--- src/rtl/addsub_arbiter_if.sv ---
// Two-requester / one-consumer bundle for the nibble-serial add/sub arbiter.
// rsp_ovf is present only when ADDSUB_ARB_OVF_EN is defined.
interface addsub_arbiter_if #(
    parameter int NIB = 4
);
    localparam int W = 4 * NIB;

    logic         req0_valid;
    logic         req0_ready;
    logic [W-1:0] req0_a;
    logic [W-1:0] req0_b;
    logic         req0_mode;

    logic         req1_valid;
    logic         req1_ready;
    logic [W-1:0] req1_a;
    logic [W-1:0] req1_b;
    logic         req1_mode;

    logic         rsp_valid;
    logic         rsp_ready;
    logic         rsp_id;
    logic [W-1:0] rsp_result;
    logic         rsp_carry;
`ifdef ADDSUB_ARB_OVF_EN
    logic         rsp_ovf;
`endif

    logic         busy;

    modport slave (
        input  req0_valid, req0_a, req0_b, req0_mode,
        input  req1_valid, req1_a, req1_b, req1_mode,
        output req0_ready, req1_ready,
        output rsp_valid, rsp_id, rsp_result, rsp_carry,
        input  rsp_ready,
        output busy
`ifdef ADDSUB_ARB_OVF_EN
        , output rsp_ovf
`endif
    );

    modport master (
        output req0_valid, req0_a, req0_b, req0_mode,
        output req1_valid, req1_a, req1_b, req1_mode,
        input  req0_ready, req1_ready,
        input  rsp_valid, rsp_id, rsp_result, rsp_carry,
        output rsp_ready,
        input  busy
`ifdef ADDSUB_ARB_OVF_EN
        , input rsp_ovf
`endif
    );
endinterface

--- src/rtl/addsub_arbiter.sv ---
// Round-robin arbiter feeding a nibble-serial adder/subtractor; optional rsp_ovf via ADDSUB_ARB_OVF_EN.
// Latency: handshake in cycle T gives rsp_valid in cycle T+NIB+1; one operation in flight.
// Backpressure: result held in DONE until rsp_ready; requesters see ready only in IDLE.
module addsub_arbiter #(
    parameter int NIB = 4
) (
    input  logic            clk,
    input  logic            rst_n,
    addsub_arbiter_if.slave bus
);
    localparam int W = 4 * NIB;

    typedef enum logic [1:0] {
        IDLE = 2'd0,
        CALC = 2'd1,
        DONE = 2'd2
    } state_t;

    state_t       state;
    state_t       state_nxt;

    logic         last_grant;
    logic         grant;
    logic         both_vld;
    logic         hs;
    logic         ready0;
    logic         ready1;
    logic         rsp_vld;
    logic         busy_int;

    logic [2:0]   idx;
    logic         last_nib;
    logic         carry;
    logic         mode_r;
    logic         id_r;
    logic [W-1:0] a_r;
    logic [W-1:0] b_r;
    logic [W-1:0] acc;
    logic [W-1:0] acc_nxt;
    logic [3:0]   a_nib;
    logic [3:0]   bx_nib;
    logic [4:0]   nib_sum;

    logic [W-1:0] res_q;
    logic         id_q;
    logic         carry_q;
`ifdef ADDSUB_ARB_OVF_EN
    logic         ovf_q;
    logic         ovf_nib;
`endif

    // With both valid, the requester not served last wins; otherwise the lone one.
    assign both_vld = bus.req0_valid & bus.req1_valid;
    assign grant    = both_vld ? ~last_grant : bus.req1_valid;

    assign last_nib = (idx == 3'(NIB - 1));

    // Operands shift right each CALC cycle, so the working nibble is always [3:0].
    assign a_nib    = a_r[3:0];
    assign bx_nib   = b_r[3:0] ^ {4{mode_r}};
    assign nib_sum  = {1'b0, a_nib} + {1'b0, bx_nib} + {4'd0, carry};
    assign acc_nxt  = (acc >> 4) | (W'(nib_sum[3:0]) << (W - 4));

`ifdef ADDSUB_ARB_OVF_EN
    // Same-sign operands producing an opposite-sign sum == carry-in(MSB) ^ carry-out.
    assign ovf_nib  = (a_nib[3] == bx_nib[3]) & (nib_sum[3] != a_nib[3]);
`endif

    always_comb begin
        state_nxt = state;
        ready0    = 1'b0;
        ready1    = 1'b0;
        rsp_vld   = 1'b0;
        busy_int  = 1'b0;
        case (state)
            IDLE: begin
                ready0 = rst_n & bus.req0_valid & ~grant;
                ready1 = rst_n & bus.req1_valid & grant;
                if (ready0 | ready1) begin
                    state_nxt = CALC;
                end
            end
            CALC: begin
                busy_int = rst_n;
                if (last_nib) begin
                    state_nxt = DONE;
                end
            end
            DONE: begin
                busy_int = rst_n;
                rsp_vld  = rst_n;
                if (bus.rsp_ready) begin
                    state_nxt = IDLE;
                end
            end
            default: state_nxt = IDLE;
        endcase
    end

    assign hs = ready0 | ready1;

    always_ff @(posedge clk) begin
        if (!rst_n) begin
            state <= IDLE;
        end else begin
            state <= state_nxt;
        end
    end

    always_ff @(posedge clk) begin
        if (!rst_n) begin
            last_grant <= 1'b1;
            idx        <= 3'd0;
            carry      <= 1'b0;
            mode_r     <= 1'b0;
            id_r       <= 1'b0;
            a_r        <= '0;
            b_r        <= '0;
            acc        <= '0;
            res_q      <= '0;
            id_q       <= 1'b0;
            carry_q    <= 1'b0;
`ifdef ADDSUB_ARB_OVF_EN
            ovf_q      <= 1'b0;
`endif
        end else begin
            case (state)
                IDLE: begin
                    if (hs) begin
                        a_r        <= grant ? bus.req1_a : bus.req0_a;
                        b_r        <= grant ? bus.req1_b : bus.req0_b;
                        mode_r     <= grant ? bus.req1_mode : bus.req0_mode;
                        carry      <= grant ? bus.req1_mode : bus.req0_mode;
                        id_r       <= grant;
                        idx        <= 3'd0;
                        acc        <= '0;
                        last_grant <= grant;
                    end
                end
                CALC: begin
                    a_r   <= a_r >> 4;
                    b_r   <= b_r >> 4;
                    acc   <= acc_nxt;
                    carry <= nib_sum[4];
                    idx   <= idx + 3'd1;
                    // Response registers move only here, so they hold outside DONE.
                    if (last_nib) begin
                        res_q   <= acc_nxt;
                        carry_q <= nib_sum[4];
                        id_q    <= id_r;
`ifdef ADDSUB_ARB_OVF_EN
                        ovf_q   <= ovf_nib;
`endif
                    end
                end
                default: ;
            endcase
        end
    end

    assign bus.req0_ready = ready0;
    assign bus.req1_ready = ready1;
    assign bus.rsp_valid  = rsp_vld;
    assign bus.rsp_id     = id_q;
    assign bus.rsp_result = res_q;
    assign bus.rsp_carry  = carry_q;
    assign bus.busy       = busy_int;
`ifdef ADDSUB_ARB_OVF_EN
    assign bus.rsp_ovf    = ovf_q;
`endif
endmodule

--- src/flat_wrapper.sv ---
// flat-port wrapper written by rule: the top's interface ports become plain ports
module addsub_arbiter_flat 
#(
    parameter int NIB = 4
)
  (clk, rst_n, bus_req0_valid, bus_req0_a, bus_req0_b, bus_req0_mode, bus_req1_valid, bus_req1_a, bus_req1_b, bus_req1_mode, bus_req0_ready, bus_req1_ready, bus_rsp_valid, bus_rsp_id, bus_rsp_result, bus_rsp_carry, bus_rsp_ready, bus_busy);
  addsub_arbiter_if #(.NIB(NIB)) bus_i ();
  input  logic clk;
  input  logic rst_n;
  input wire logic [$bits(bus_i.req0_valid)-1:0] bus_req0_valid;
  input wire logic [$bits(bus_i.req0_a)-1:0] bus_req0_a;
  input wire logic [$bits(bus_i.req0_b)-1:0] bus_req0_b;
  input wire logic [$bits(bus_i.req0_mode)-1:0] bus_req0_mode;
  input wire logic [$bits(bus_i.req1_valid)-1:0] bus_req1_valid;
  input wire logic [$bits(bus_i.req1_a)-1:0] bus_req1_a;
  input wire logic [$bits(bus_i.req1_b)-1:0] bus_req1_b;
  input wire logic [$bits(bus_i.req1_mode)-1:0] bus_req1_mode;
  output wire logic [$bits(bus_i.req0_ready)-1:0] bus_req0_ready;
  output wire logic [$bits(bus_i.req1_ready)-1:0] bus_req1_ready;
  output wire logic [$bits(bus_i.rsp_valid)-1:0] bus_rsp_valid;
  output wire logic [$bits(bus_i.rsp_id)-1:0] bus_rsp_id;
  output wire logic [$bits(bus_i.rsp_result)-1:0] bus_rsp_result;
  output wire logic [$bits(bus_i.rsp_carry)-1:0] bus_rsp_carry;
  input wire logic [$bits(bus_i.rsp_ready)-1:0] bus_rsp_ready;
  output wire logic [$bits(bus_i.busy)-1:0] bus_busy;
  assign bus_i.req0_valid = bus_req0_valid;
  assign bus_i.req0_a = bus_req0_a;
  assign bus_i.req0_b = bus_req0_b;
  assign bus_i.req0_mode = bus_req0_mode;
  assign bus_i.req1_valid = bus_req1_valid;
  assign bus_i.req1_a = bus_req1_a;
  assign bus_i.req1_b = bus_req1_b;
  assign bus_i.req1_mode = bus_req1_mode;
  assign bus_req0_ready = bus_i.req0_ready;
  assign bus_req1_ready = bus_i.req1_ready;
  assign bus_rsp_valid = bus_i.rsp_valid;
  assign bus_rsp_id = bus_i.rsp_id;
  assign bus_rsp_result = bus_i.rsp_result;
  assign bus_rsp_carry = bus_i.rsp_carry;
  assign bus_i.rsp_ready = bus_rsp_ready;
  assign bus_busy = bus_i.busy;
  addsub_arbiter #(.NIB(NIB)) u_core (.clk(clk), .rst_n(rst_n), .bus(bus_i));
endmodule
--- config.mk ---
export PLATFORM = sky130hd
export DESIGN_NAME = addsub_arbiter_flat
export DESIGN_NICKNAME = d
export VERILOG_FILES = /design/src/rtl/addsub_arbiter_if.sv /design/src/rtl/addsub_arbiter.sv /design/src/flat_wrapper.sv
export SDC_FILE = /design/constraint.sdc
export NUM_CORES = 1
export LEC_CHECK = 0
export ABC_CLOCK_PERIOD_IN_PS = 2680
export BUFFER_PORTS_ARGS = -buffer_cell sky130_fd_sc_hd__clkbuf_2
export CAP_MARGIN = 30
export CORE_MARGIN = 2
export CORE_UTILIZATION = 42
export CTS_CLUSTER_SIZE = 12
export DETAILED_ROUTE_END_ITERATION = 10
export PLACE_DENSITY = 0.71
export SLEW_MARGIN = 5
export SYNTH_ARGS = -nofsm -noshare
export SYNTH_HDL_FRONTEND = slang
export SYNTH_SLANG_ARGS = --single-unit
--- constraint.sdc ---
create_clock -name clk -period 2.68 [get_ports clk]
set_input_delay 0.536 -clock clk [delete_from_list [all_inputs] [get_ports clk]]
set_output_delay 0.536 -clock clk [all_outputs]
set_load 0.02 [all_outputs]
* Yosys cells after proc, flatten, opt, wreduce, memory -nomap -nowiden *
Index checks and enable logic that the tools add are counted.
W data, S select, Z words.

cells by class
  eq/ne operators = 7
  muxes and demuxes = 22
  $add $sub $neg = 3
  reduce and logical (&&, ||, !) cells = 7
  bitwise logic cells = 11

operators by type and width
  operator               count
  $pmux W16 S2           3
  $mux W16               5
  $or A12 B16 Y16        1
  $mux W1                7
  $mux W2                3
  $ne A2 B1 Y1 const B   3
  $pmux W2 S3            1
  $pmux W3 S2            1
  $reduce_and A2 Y1      3
  $add A4 B4 Y5          1
  $add A5 B1 Y5          1
  $and A1 B1 Y1          5
  $xor A4 B4 Y4          1
  $add A3 B1 Y3 const B  1
  $eq A3 B2 Y1 const B   1
  $mux W3                1
  $reduce_and A3 Y1      1
  $eq A2 B1 Y1 const B   1
  $eq A2 B2 Y1 const B   1
  $logic_not A2 Y1       1
  $ne A2 B2 Y1 const B   1
  $not A1 Y1             2
  $or A1 B1 Y1           2
  $pmux W1 S2            1
  other kinds (2)        2

word-level totals
  logic and storage cells = 62
  bits in registers = 75
  input bits = 71

* Logic depth before layout (Yosys ltp) *
  depth after elaboration = 8
  depth in mapped cells = 9

* Least setup slack after synthesis *
Ideal clock, no wire load.

  path type = flip-flop to flip-flop
  start = register u_core.mode_r
  end = register u_core.carry
  cell stages (with the launch flop) = 10
  path slack = 633 ps
  setup time = 115 ps
  data required time = 2565 ps
  arrival time = 1932 ps
  cell sequence = dfxtp_1 clkbuf_1 xnor2_1 fa_1 inv_1 fa_1 a21o_1 a21oi_1 a211oi_1 o21a_1

between the ends
  longest elaborated chain between the ends = 4

RTL lines
  what                    RTL line               text
  start, declared         addsub_arbiter.sv:34   logic mode_r;
  start signal, assigned  addsub_arbiter.sv:132  mode_r <= grant ? bus.req1_mode : bus.req0_mode;
  $xor A4 B4 Y4           addsub_arbiter.sv:60   assign bx_nib = b_r[3:0] ^ {4{mode_r}};
  $add A4 B4 Y5           addsub_arbiter.sv:61   assign nib_sum = {1'b0, a_nib} + {1'b0, bx_nib} + {4'd0, carry};
  $add A5 B1 Y5           addsub_arbiter.sv:61
  $pmux W1 S2             addsub_arbiter.sv:127  case (state)
  end signal, assigned    addsub_arbiter.sv:133  carry <= grant ? bus.req1_mode : bus.req0_mode;
  end signal, assigned    addsub_arbiter.sv:144  carry <= nib_sum[4];
  end, declared           addsub_arbiter.sv:33   logic carry;

Every way passes these cells.
A chain may end at the register's enable or synchronous reset.

* Worst setup path in the final report *
  start = register u_core.state[0]
  end = output port bus_req0_ready

between the ends
  longest elaborated chain between the ends = 2

RTL lines
  what                    RTL line               text
  start, declared         addsub_arbiter.sv:19   state_t state;
  start signal, assigned  addsub_arbiter.sv:106  state <= state_nxt;
  $logic_not A2 Y1        addsub_arbiter.sv:75   case (state)
  $mux W1                 addsub_arbiter.sv:75
  end, declared           flat_wrapper.sv:18     output wire logic [$bits(bus_i.req0_ready)-1:0] bus_req0_ready;

Every way passes these cells.

==> impl_metrics.env <==
export IMPL_first_pass_iters=4
export IMPL_synth_area_leaders="dfxtp_1 (40%), mux2i_1 (7.9%), a31o_2 (5.7%)"
export IMPL_synth_top_family_by_area="compound AO/OA/AOI/OAI gates"
export IMPL_ant_nets=0
export IMPL_startpoint="u_core.state[0]"
export IMPL_async_flop_share_pct=0
export IMPL_status="finished, final reports clean"
export IMPL_synth_xor_xnor_area_share_pct=1.490
export IMPL_required_ns=2.14
export IMPL_fp_dieH_um=95.64
export IMPL_p_per_area_mw_per_mm2=863.8
export IMPL_die_w_um=95.64
export IMPL_viasPerCell=5.290
export IMPL_post_cts_buffers=0
export IMPL_cts_repair_resized=0
export IMPL_clock_sinks=71
export IMPL_rsz0062_at_grt="false"
export IMPL_cp_num_buf_inv=2
export IMPL_dieArea_sq_mm=0.009147
export IMPL_fin_nets=537
export IMPL_synth_mux_area_share_pct=10.18
export IMPL_crit_path_start_kind="register"
export IMPL_worstPathArrival_ns=1.78
export IMPL_synthAdderAreaFrac_pct=3.973
export IMPL_holdWs_ns=0.4625
export IMPL_post_dp_hpwl_um=5550
export IMPL_synth_edf_count=0
export IMPL_syn_area_per_cell_sq_um=9.306
export IMPL_ys_types=39
export IMPL_fin_crit_sh_pct=86.55
export IMPL_clockBufferDepth=2
export IMPL_cts_hold_buf=0
export IMPL_p_int_uw=2328
export IMPL_cp_slowest_cell="ha_1"
export IMPL_drc_errors=0
export IMPL_area_growth_pct=20.08
export IMPL_io_buffers=92
export IMPL_hp_start="u_core.bus.rsp_result[0]"
export IMPL_cts_htree_levels=3
export IMPL_maxSlewHeadroom_pct=56.13
export IMPL_switching_share_pct=36.37
export IMPL_ys_top_cells_by_count="dfxtp_1 (71), nand2_1 (39), mux2i_1 (28)"
export IMPL_drv_cap=0
export IMPL_start_util_pct=43.14
export IMPL_wl_per_cell_um=13.51
export IMPL_pre_cts_slack_ns=0.4987
export IMPL_antenna_found_initial=0
export IMPL_cp_top_family="simple AND/OR/NAND/NOR gates"
export IMPL_grt_pass1_vias=2807
export IMPL_place_gp_congestion=0.8055
export IMPL_yosys_most_used_dff="dfxtp_1"
export IMPL_r2r_setup_slack_ns=0.49
export IMPL_overflow=0
export IMPL_finalWirelength_um=7649
export IMPL_dr_total_vias=2994
export IMPL_seq_power_share_pct=38.7
export IMPL_final_setup_viol_count=0
export IMPL_synth_top_area_share_pct=40.30
export IMPL_endpoint_kind="output port"
export IMPL_critPathKind="reg -> out"
export IMPL_postSynthCellCount=379
export IMPL_core_region_area_sq_mm=0.008175
export IMPL_rows=33
export IMPL_track_usage_pct=17.79
export IMPL_n_antenna_cell=0
export IMPL_tns_ns=0
export IMPL_r2r_start="u_core.mode_r"
export IMPL_ys_ff_latch=71
export IMPL_power_leakage_uw=0.001788
export IMPL_clk_pin_slew_ns=0.08
export IMPL_root_buffer="clkbuf_8"
export IMPL_insertion_delay_ns=0.34
export IMPL_first_iter_violations=113
export IMPL_hp_class="reg -> reg"
export IMPL_worst_pin_slew_ns=0.6580
export IMPL_syn_nets=460
export IMPL_synth_compound_gate_area_share_pct=26.29
export IMPL_yosysMostFrequentCell="dfxtp_1"
export IMPL_seq_area_frac_synth_pct=40.30
export IMPL_setup_slack_ns=0.3606
export IMPL_drive_gt1_share_pct=32.54
export IMPL_reg2reg_depth=8
export IMPL_crit_fanout=10
export IMPL_ys_warn_count=0
export IMPL_skew_ns=0.005763
export IMPL_io_pins=93
export IMPL_grt_max_degree=56
export IMPL_peakVddDrop_uv=341.4
export IMPL_path_depth=5
export IMPL_cts_made_buffers=9
export IMPL_maxSlewViolCount=0
export IMPL_netlist_area_sq_mm=0.003527
export IMPL_synthSimpleGateAreaFrac_pct=11.53
export IMPL_clkPwrFrac_pct=23.0
export IMPL_yosysTopAreaCell="dfxtp_1"
export IMPL_cts_tree="done"
export IMPL_fin_crit_ns=2.319
export IMPL_finalHoldViolations=0
export IMPL_max_freq_mhz=431.1
export IMPL_switching_power_uw=1330
export IMPL_combPwrFrac_pct=38.2
export IMPL_crit_chain="inv_1 -> ha_1 -> nand2_1 -> nor3b_1 -> clkbuf_2"
export IMPL_hold_path_depth=2
export IMPL_slowest_delay_ns=0.35
export IMPL_grt_pass1_wl_um=12630
## area by class of cell
type,count,area [sq um]
Sequential cell,71,1421
Clock inverter,6,60.06
Multi-Input combinational cell,263,1894
Timing Repair Buffer,101,553.0
Tap cell,105,131.4
Clock buffer,10,137.6
Fill cell,771,3940
Inverter,10,37.54
## kinds of logic (layout without fill, tap and decap cells)
group / after synthesis / count (layout)
and+or+nand+nor: 84 / 84
buffers and inverters: 45 / 127
xor gates and xnor gates: 6 / 6
adders and majority gates: 10 / 10
AOI/OAI and AO/OA: 128 / 128
muxes: 35 / 35
DFF: 71 / 71
## flip-flops by register name, indices dropped and copies added (netlist names)
register,flops
u_core.a_r,16
u_core.acc,12
u_core.b_r,16
u_core.bus.rsp_carry,1
u_core.bus.rsp_id,1
u_core.bus.rsp_result,16
u_core.carry,1
u_core.id_r,1
u_core.idx,3
u_core.last_grant,1
u_core.mode_r,1
u_core.state,2
## power groups by stage
| stage | sequential [uW] | combinational (uW) | clock [uW] |
|---|---|---|---|
| floorplan | 1390 | 1090 | 0 |
| global placement | 1430 | 1360 | 0 |
| detailed placement | 1440 | 1400 | 0 |
| CTS | 1420 | 1410 | 867 |
| global route | 1440 | 1560 | 914 |
| finish | 1420 | 1400 | 843 |
## placed cells by master (no fill, tap or decap), types with 2 or more instances in the layout
cell type,instances
ha_1,8
o211a_1,3
a21oi_1,3
nor2b_1,23
a31oi_1,2
clkbuf_8,10
xor2_1,5
o21ai_0,26
clkinv_2,3
buf_12,2
fa_1,2
nand2b_1,3
mux2i_1,28
clkinvlp_4,2
a31o_2,23
mux2_2,7
and2_1,5
buf_4,7
dfxtp_1,71
nor3b_1,2
a21boi_0,15
a22oi_1,21
clkbuf_2,92
nor2_1,9
inv_1,10
nand2_1,39
a211oi_1,25
## metal layers
layer / vias up / part of all wire, % / global-route usage [%] / wire length (um)
li1: 1523 / - / - / -
met4: 0 / 2.0 / 7.381 / 150
met2: 87 / 48 / 29.95 / 3708
met3: 13 / 4.9 / 4.269 / 377
met1: 1371 / 45 / 21.68 / 3412
met5: - / 0 / 0 / 0
## stage by stage
stage	total power (uW)	area, sq um	utilization, %	cells
after global placement	2791	4038	49.39	550
after detailed placement	2837	4038	49.39	550
after CTS	3695	4235	51.81	566
after floorplan	2477	3527	-	379
final	3658	4235	51.81	566
after global routing	3915	4235	51.81	566
## worst reg2reg max path, stage by stage (launching register included)
cell and delay, ns:
dfxtp_1 0.37, xnor2_1 0.28, fa_1 0.25, inv_1 0.07, fa_1 0.43, a21o_1 0.19, a21oi_1 0.21, a211oi_1 0.11
o21a_1 0.18
## final timing paths
| path | to |
|---|---|
| setup / recovery | bus_req0_ready |
| hold / removal | u_core.bus.rsp_result[0] |
| setup reg to reg | u_core.carry |
| hold reg to reg | u_core.bus.rsp_result[0] |
(Power assumes the default switching activity.)
